## src/rtl/fse_lms_updater.sv

```systemverilog
// rtl/fse_lms_updater.sv - complex LMS tap updater for the FSE; optional leaky LMS via LMS_LEAK_EN
// Serial one-tap-per-clock adaptation with atomic tap commit and a one-cycle load strobe.
module fse_lms_updater #(
   parameter int NUM_TAPS = 9,
   parameter int NBT_IN   = 8,
   parameter int NBF_IN   = 7,
   parameter int NBT_TAPS = 8,
   parameter int NBF_TAPS = 5,
   parameter int NBT_Y    = 12,
   parameter int NBF_Y    = 9,
   parameter int NBT_ACC  = 20,
   parameter int NBF_ACC  = 17,
   parameter int MU_SHIFT = 8,
   parameter int DEC_LVL  = 362
`ifdef LMS_LEAK_EN
   ,
   parameter int LEAK_SHIFT = 12
`endif
) (
   input  logic                         clk,
   input  logic                         i_reset,
   input  logic [NBT_IN-1:0]            i_is_data_I,
   input  logic [NBT_IN-1:0]            i_is_data_Q,
   input  logic                         i_ctrl,
   input  logic                         i_baud,
   input  logic [NBT_Y-1:0]             i_fse_I,
   input  logic [NBT_Y-1:0]             i_fse_Q,
   input  logic                         i_en_rx,
   input  logic                         i_en_lms,
   output logic [NUM_TAPS*NBT_TAPS-1:0] o_taps_I,
   output logic [NUM_TAPS*NBT_TAPS-1:0] o_taps_Q,
   output logic                         o_en_taps,
   output logic                         o_overrun
);

   localparam int CTR     = NUM_TAPS / 2;
   localparam int KW      = $clog2(NUM_TAPS);
   localparam int NBT_E   = NBT_Y + 1;
   localparam int NBT_P   = NBT_E + NBT_IN + 1;
   localparam int SH_L    = NBF_ACC - NBF_Y - NBF_IN;
   localparam int NBT_D   = NBT_P + SH_L;
   localparam int NBT_W   = ((NBT_D > NBT_ACC) ? NBT_D : NBT_ACC) + 2;
   localparam int SH_T    = NBF_ACC - NBF_TAPS;
   localparam int ACC_MAX = 2**(NBT_ACC-1) - 1;
   localparam int ACC_MIN = -(2**(NBT_ACC-1));
   localparam int TAP_MAX = 2**(NBT_TAPS-1) - 1;
   localparam int TAP_MIN = -(2**(NBT_TAPS-1));
   localparam logic [KW-1:0] K_LAST = KW'(NUM_TAPS - 1);

   typedef enum logic [1:0] {S_IDLE, S_ERR, S_UPD, S_COMMIT} state_t;

   state_t                    r_state;
   logic [KW-1:0]             r_k;
   logic signed [NBT_IN-1:0]  r_xI [NUM_TAPS];
   logic signed [NBT_IN-1:0]  r_xQ [NUM_TAPS];
   logic signed [NBT_IN-1:0]  r_rI [NUM_TAPS];
   logic signed [NBT_IN-1:0]  r_rQ [NUM_TAPS];
   logic signed [NBT_Y-1:0]   r_yI, r_yQ;
   logic signed [NBT_E-1:0]   r_eI, r_eQ;
   logic signed [NBT_ACC-1:0] r_accI [NUM_TAPS];
   logic signed [NBT_ACC-1:0] r_accQ [NUM_TAPS];

   logic signed [NBT_P-1:0]   w_eIx, w_eQx, w_rIx, w_rQx, w_pR, w_pI;
   logic signed [NBT_W-1:0]   w_dR, w_dI, w_lkI, w_lkQ, w_nI, w_nQ;

   function automatic logic signed [NBT_ACC-1:0] sat_acc(input logic signed [NBT_W-1:0] v);
      if (v > NBT_W'(ACC_MAX)) return NBT_ACC'(ACC_MAX);
      if (v < NBT_W'(ACC_MIN)) return NBT_ACC'(ACC_MIN);
      return NBT_ACC'(v);
   endfunction

   function automatic logic [NBT_TAPS-1:0] sat_tap(input logic signed [NBT_ACC-1:0] v);
      logic signed [NBT_ACC-1:0] s;
      s = v >>> SH_T;
      if (s > NBT_ACC'(TAP_MAX)) return NBT_TAPS'(TAP_MAX);
      if (s < NBT_ACC'(TAP_MIN)) return NBT_TAPS'(TAP_MIN);
      return s[NBT_TAPS-1:0];
   endfunction

   // e * conj(r[k]) for the tap currently being updated
   assign w_eIx = NBT_P'(r_eI);
   assign w_eQx = NBT_P'(r_eQ);
   assign w_rIx = NBT_P'(r_rI[r_k]);
   assign w_rQx = NBT_P'(r_rQ[r_k]);
   assign w_pR  = w_eIx * w_rIx + w_eQx * w_rQx;
   assign w_pI  = w_eQx * w_rIx - w_eIx * w_rQx;
   assign w_dR  = (NBT_W'(w_pR) <<< SH_L) >>> MU_SHIFT;
   assign w_dI  = (NBT_W'(w_pI) <<< SH_L) >>> MU_SHIFT;

`ifdef LMS_LEAK_EN
   assign w_lkI = NBT_W'(r_accI[r_k]) >>> LEAK_SHIFT;
   assign w_lkQ = NBT_W'(r_accQ[r_k]) >>> LEAK_SHIFT;
`else
   assign w_lkI = '0;
   assign w_lkQ = '0;
`endif

   assign w_nI = NBT_W'(r_accI[r_k]) - w_dR - w_lkI;
   assign w_nQ = NBT_W'(r_accQ[r_k]) - w_dI - w_lkQ;

   always_ff @(posedge clk or posedge i_reset) begin
      if (i_reset) begin
         r_state   <= S_IDLE;
         r_k       <= '0;
         r_yI      <= '0;
         r_yQ      <= '0;
         r_eI      <= '0;
         r_eQ      <= '0;
         o_en_taps <= 1'b0;
         o_overrun <= 1'b0;
         o_taps_Q  <= '0;
         for (int k = 0; k < NUM_TAPS; k++) begin
            r_xI[k]   <= '0;
            r_xQ[k]   <= '0;
            r_rI[k]   <= '0;
            r_rQ[k]   <= '0;
            r_accI[k] <= (k == CTR) ? NBT_ACC'(1 << NBF_ACC) : '0;
            r_accQ[k] <= '0;
            o_taps_I[k*NBT_TAPS +: NBT_TAPS] <= (k == CTR) ? NBT_TAPS'(1 << NBF_TAPS) : '0;
         end
      end else if (!i_en_rx) begin
         r_state   <= S_IDLE;
         r_k       <= '0;
         r_yI      <= '0;
         r_yQ      <= '0;
         r_eI      <= '0;
         r_eQ      <= '0;
         o_en_taps <= 1'b0;
         o_overrun <= 1'b0;
         o_taps_Q  <= '0;
         for (int k = 0; k < NUM_TAPS; k++) begin
            r_xI[k]   <= '0;
            r_xQ[k]   <= '0;
            r_rI[k]   <= '0;
            r_rQ[k]   <= '0;
            r_accI[k] <= (k == CTR) ? NBT_ACC'(1 << NBF_ACC) : '0;
            r_accQ[k] <= '0;
            o_taps_I[k*NBT_TAPS +: NBT_TAPS] <= (k == CTR) ? NBT_TAPS'(1 << NBF_TAPS) : '0;
         end
      end else begin
         if (i_ctrl) begin
            r_xI[0] <= i_is_data_I;
            r_xQ[0] <= i_is_data_Q;
            for (int k = 1; k < NUM_TAPS; k++) begin
               r_xI[k] <= r_xI[k-1];
               r_xQ[k] <= r_xQ[k-1];
            end
         end
         if (i_baud && r_state != S_IDLE) o_overrun <= 1'b1;
         o_en_taps <= 1'b0;
         case (r_state)
            S_IDLE: begin
               if (i_baud && i_en_lms) begin
                  r_yI    <= i_fse_I;
                  r_yQ    <= i_fse_Q;
                  r_rI    <= r_xI;
                  r_rQ    <= r_xQ;
                  r_state <= S_ERR;
               end
            end
            S_ERR: begin
               // y == 0 slices to the positive decision
               r_eI    <= NBT_E'(r_yI) - (r_yI[NBT_Y-1] ? NBT_E'(-DEC_LVL) : NBT_E'(DEC_LVL));
               r_eQ    <= NBT_E'(r_yQ) - (r_yQ[NBT_Y-1] ? NBT_E'(-DEC_LVL) : NBT_E'(DEC_LVL));
               r_k     <= '0;
               r_state <= S_UPD;
            end
            S_UPD: begin
               r_accI[r_k] <= sat_acc(w_nI);
               r_accQ[r_k] <= sat_acc(w_nQ);
               if (r_k == K_LAST) r_state <= S_COMMIT;
               else               r_k     <= r_k + KW'(1);
            end
            S_COMMIT: begin
               for (int k = 0; k < NUM_TAPS; k++) begin
                  o_taps_I[k*NBT_TAPS +: NBT_TAPS] <= sat_tap(r_accI[k]);
                  o_taps_Q[k*NBT_TAPS +: NBT_TAPS] <= sat_tap(r_accQ[k]);
               end
               o_en_taps <= 1'b1;
               r_state   <= S_IDLE;
            end
            default: r_state <= S_IDLE;
         endcase
      end
   end

endmodule

```

## config.mk

```make
export PLATFORM = sky130hd
export DESIGN_NAME = fse_lms_updater
export DESIGN_NICKNAME = d
export VERILOG_FILES = /design/src/rtl/fse_lms_updater.sv
export SDC_FILE = /design/constraint.sdc
export NUM_CORES = 2
export LEC_CHECK = 0
export CAP_MARGIN = 20
export CORE_UTILIZATION = 50
export CTS_BUF_LIST = sky130_fd_sc_hd__clkbuf_4 sky130_fd_sc_hd__clkbuf_8
export DETAILED_ROUTE_END_ITERATION = 10
export GPL_TIMING_DRIVEN = 0
export PLACE_DENSITY = 0.63
export SLEW_MARGIN = 10
export SYNTH_ARGS = -nofsm -noshare
export SYNTH_HDL_FRONTEND = slang
export SYNTH_SLANG_ARGS = --single-unit
```

## constraint.sdc

```tcl
create_clock -name clk -period 77.4 [get_ports clk]
set_input_delay 11.61 -clock clk [delete_from_list [all_inputs] [get_ports clk]]
set_output_delay 11.61 -clock clk [all_outputs]
set_load 0.02 [all_outputs]
```

==> metrics <==
Crit. path cell count=41; Overflow after GRT=0; Max Root-Sink Buffers=3; vias in the first global route=41,800; CP endpoint=r_accQ[61]; Sw Share=48.8%; Mapped Cells=5,401; Initial DRC Count=3,474; share of cells above drive strength 1=7.37%; first-pass GRT wire length=262,000 um; Tcrit/Tclk final=about a fifth; max-slew violations=0; family with the most delay on the worst path=compound AO/OA/AOI/OAI gates; Slowest-stage cell, CP=a21oi_1; PortBufs=190; CP Data Arrival Time=15.45 ns; sequential share of the synthesized area=38.1%; Root Driver=clkbuf_8; GRT Total Usage=a little under a third; Seq pwr share=between 20% and 30%; slowest cell delay on critical path=0.96 ns; clk slew on worst S/H paths=about 0.06 ns; Die Y=336 um; Gate power share=52.2%; via/cell ratio=about 5.6; post-CTS sizing=0; clock share of power=22.6%; Worst Setup Slack, final=62.59 ns; DRT Pass-1 Iters=5; Cell Area, Placed=59,900 um^2; # IOs=192; H-tree depth=4; Design Area, Final=63,100 um^2; pre-CTS setup slack=around 62 ns; synthesized cell area=between 50,000 and 60,000 um^2; largest net degree at the start of global routing=117; full die area=113,000 um^2; #FFs+latches synth=850; Async SR Flop Fraction=100%; outcome=complete, no violations; CP Data Required Time=78.04 ns; DR DRC count=0; FMAX=around 68 MHz; reg2reg path depth=41; setup repair bufs after CTS=0; crit path capture type=flop; Vias=41,500; Core ar.=111,000 um^2; relative max-transition margin=~15%; Hold Crit Class=flop to flop; syn_area_per_cell=10.3 um^2; pwr/cell area=30.3 nW/um^2; Buf/Inv on CP=12; Critical Path Start Type=flop; Wirelength per Cell=about 24 um; CTS Sinks=850; Die Span X=336 um; RR Endpoint=r_accQ[61]; ANT nets after route=0; Synth Warn #=0; Main synth FF type=dfrtp_1; worst vdd ir=about 0.046 mV; xor and xnor area share after synthesis=~1.3%; number of enable flip-flop cells after synthesis=0; Post-Syn Nets=~6,000; reg2reg start=r_k[0]; Worst R2R Setup Slack=62.59 ns; fin nets=between 6,000 and 7,000; Initial Util=50.4%; DRT Wirelength=174,000 um; Synth Area in Simple Gates=14.1%; Final Skew=0.0605 ns; Crit Path Category=flop to flop; Adder-Cell Fraction of Synth Area=19.6%; internal power=~980 uW; cts bufs inserted=~150; hold_buf cts=0; P&R area growth vs syn=12.9%; GP Congestion=between 0.9 and 1; CTS tree=done; worst-skew pair later-pin latency=0.87 ns; Sum Neg Setup Slack=0 ns; mux contribution to synthesized area=around a tenth; NetSw=934 uW; Std-Cell Rows=122; Worst path most repeated cell=fa_1; post-detail-place hpwl=approximately 130,000 um; Synth cell types=slightly below 90; final core occ=57.0%; CP Max Fanout=10; Compound-Gate Fraction of Synth Area=11.1%; Leakage=around 28 nW; Max Cap Violations=0; Worst-Margin Slew=1.28 ns; largest family of logic cells by synthesized area=adder cells; min Tclk post-route=approximately 15 ns; initial antenna violation count=5; RSZ-0062 raised after global routing=false; Crit. Startpoint=r_k[0]; Setup Viol. Count Final=0; hold violation count in the final report=0
-- worst reg2reg max path: cells and delay by family (launching register included) --
family / cells / cell delay [ns]
buffers and inverters: 12 / 4.52
adders and majority gates: 8 / 3.51
AOI/OAI and AO/OA: 14 / 4.91
xor gates and xnor gates: 1 / 0.25
DFF: 1 / 0.40
and+or+nand+nor: 6 / 1.03
-- logic make-up after synthesis --
kind of cell / count (synthesis)
flip-flops: 850
XOR/XNOR: 82
multiplexers: 474
AO/OA/AOI/OAI: 911
adder cells (fa/ha/maj): 621
buffers and inverters: 855
AND/OR/NAND/NOR: 1608
-- registers in the layout, indices dropped and copies added (netlist names) --
register and count:
r_state 2, r_eQ 13, r_rI 72, r_rQ 72, r_xQ 72, r_yI 12
o_taps_Q 72, r_yQ 12, r_k 4, r_accQ 180, r_eI 13, o_overrun 1
r_accI 180, o_taps_I 72, o_en_taps 1, r_xI 72
-- synthesized netlist by cell type (all sizes together), types with 109 or more instances --
master / number / area [um^2]
a21boi: 180 / 1350
a21oi: 109 / 561
a22o: 177 / 1550
and2: 227 / 1420
clkbuf: 268 / 1010
dfrtp: 848 / 21200
fa: 421 / 8430
ha: 198 / 2480
inv: 528 / 1980
mux2i: 400 / 4000
nand2: 794 / 3000
nor2: 126 / 551
nor2b: 331 / 2070
o21ai: 275 / 1380
-- worst min-delay path by stage --
stage / from / endpoint / slack [ns] / cells past startpoint
after floorplan: r_accI[44] / r_accI[44] / 0.44 / 2
after global placement: r_accQ[125] / r_accQ[125] / 0.46 / 2
after detailed placement: r_accQ[125] / r_accQ[125] / 0.47 / 2
after CTS: r_accQ[125] / r_accQ[125] / 0.48 / 2
after global routing: r_accQ[21] / r_accQ[21] / 0.50 / 2
final: r_accI[30] / r_accI[30] / 0.48 / 2
-- placed cells by master, fill, tap and decap left out, types with 8 or more instances in the layout --
cell	netlist	layout
nand4_1	8	8
o21a_1	23	23
nand2_1	787	787
or2_2	26	26
a22o_1	177	177
buf_4	8	11
a21oi_1	107	107
clkbuf_1	268	268
dfrtp_1	848	848
clkbuf_4	0	53
clkinv_2	0	11
fa_1	421	421
clkdlybuf4s50_1	0	190
buf_16	0	8
buf_1	40	40
nand2b_1	15	15
clkbuf_8	0	174
xor2_1	22	22
and2_1	227	227
inv_1	528	527
nor2_1	115	115
mux2i_1	400	400
ha_1	198	198
o21ai_1	82	82
nor2_4	10	10
o21ai_0	193	193
nor2b_1	331	331
xnor2_1	60	60
o22ai_1	38	38
nand3_1	24	24
mux4_2	69	69
nor3_1	19	19
a21o_1	31	31
and3_1	14	14
a21boi_0	174	174
buf_2	8	8
a31oi_1	11	11
-- power by group through the flow --
| stage | Sequential, mW | Clock (mW) | Combinational (mW) |
|---|---|---|---|
| 4_1_cts | 0.481 | 0.441 | 0.978 |
| 3_5_place_dp | 0.489 | 0 | 0.972 |
| 3_3_place_gp | 0.490 | 0 | 0.963 |
| 2_1_floorplan | 0.477 | 0 | 0.645 |
| 5_1_grt | 0.482 | 0.461 | 1.07 |
| 6_report | 0.482 | 0.433 | 0.998 |
-- routing by layer --
layer	GRT usage (%)	up-vias	part of all wire, %
met5	0	-	0.0063
met4	9.96	2	2.8
met3	6.57	283	8.0
met2	46.8	1622	45
met1	45.4	21200	44
li1	-	18500	-
-- area by class of cell --
type,instances,area [um^2]
clock buffer,227,2790
multi-input combinational,3696,31300
buffer,326,1280
timing repair buffer,208,2240
antenna,3,7.51
clock inverter,29,315
inverter,529,1990
tap,1488,1860
fill,9756,47600
sequential,850,21300
-- stage by stage --
step	total power, mW	hold WS, ns	instances
after floorplan	1.12	0.445	5401
after detailed placement	1.46	0.470	7093
after global routing	2.01	0.497	7355
after global placement	1.45	0.457	7079
after CTS	1.90	0.483	7349
final	1.91	0.479	7356
(Power assumes the default switching activity.)
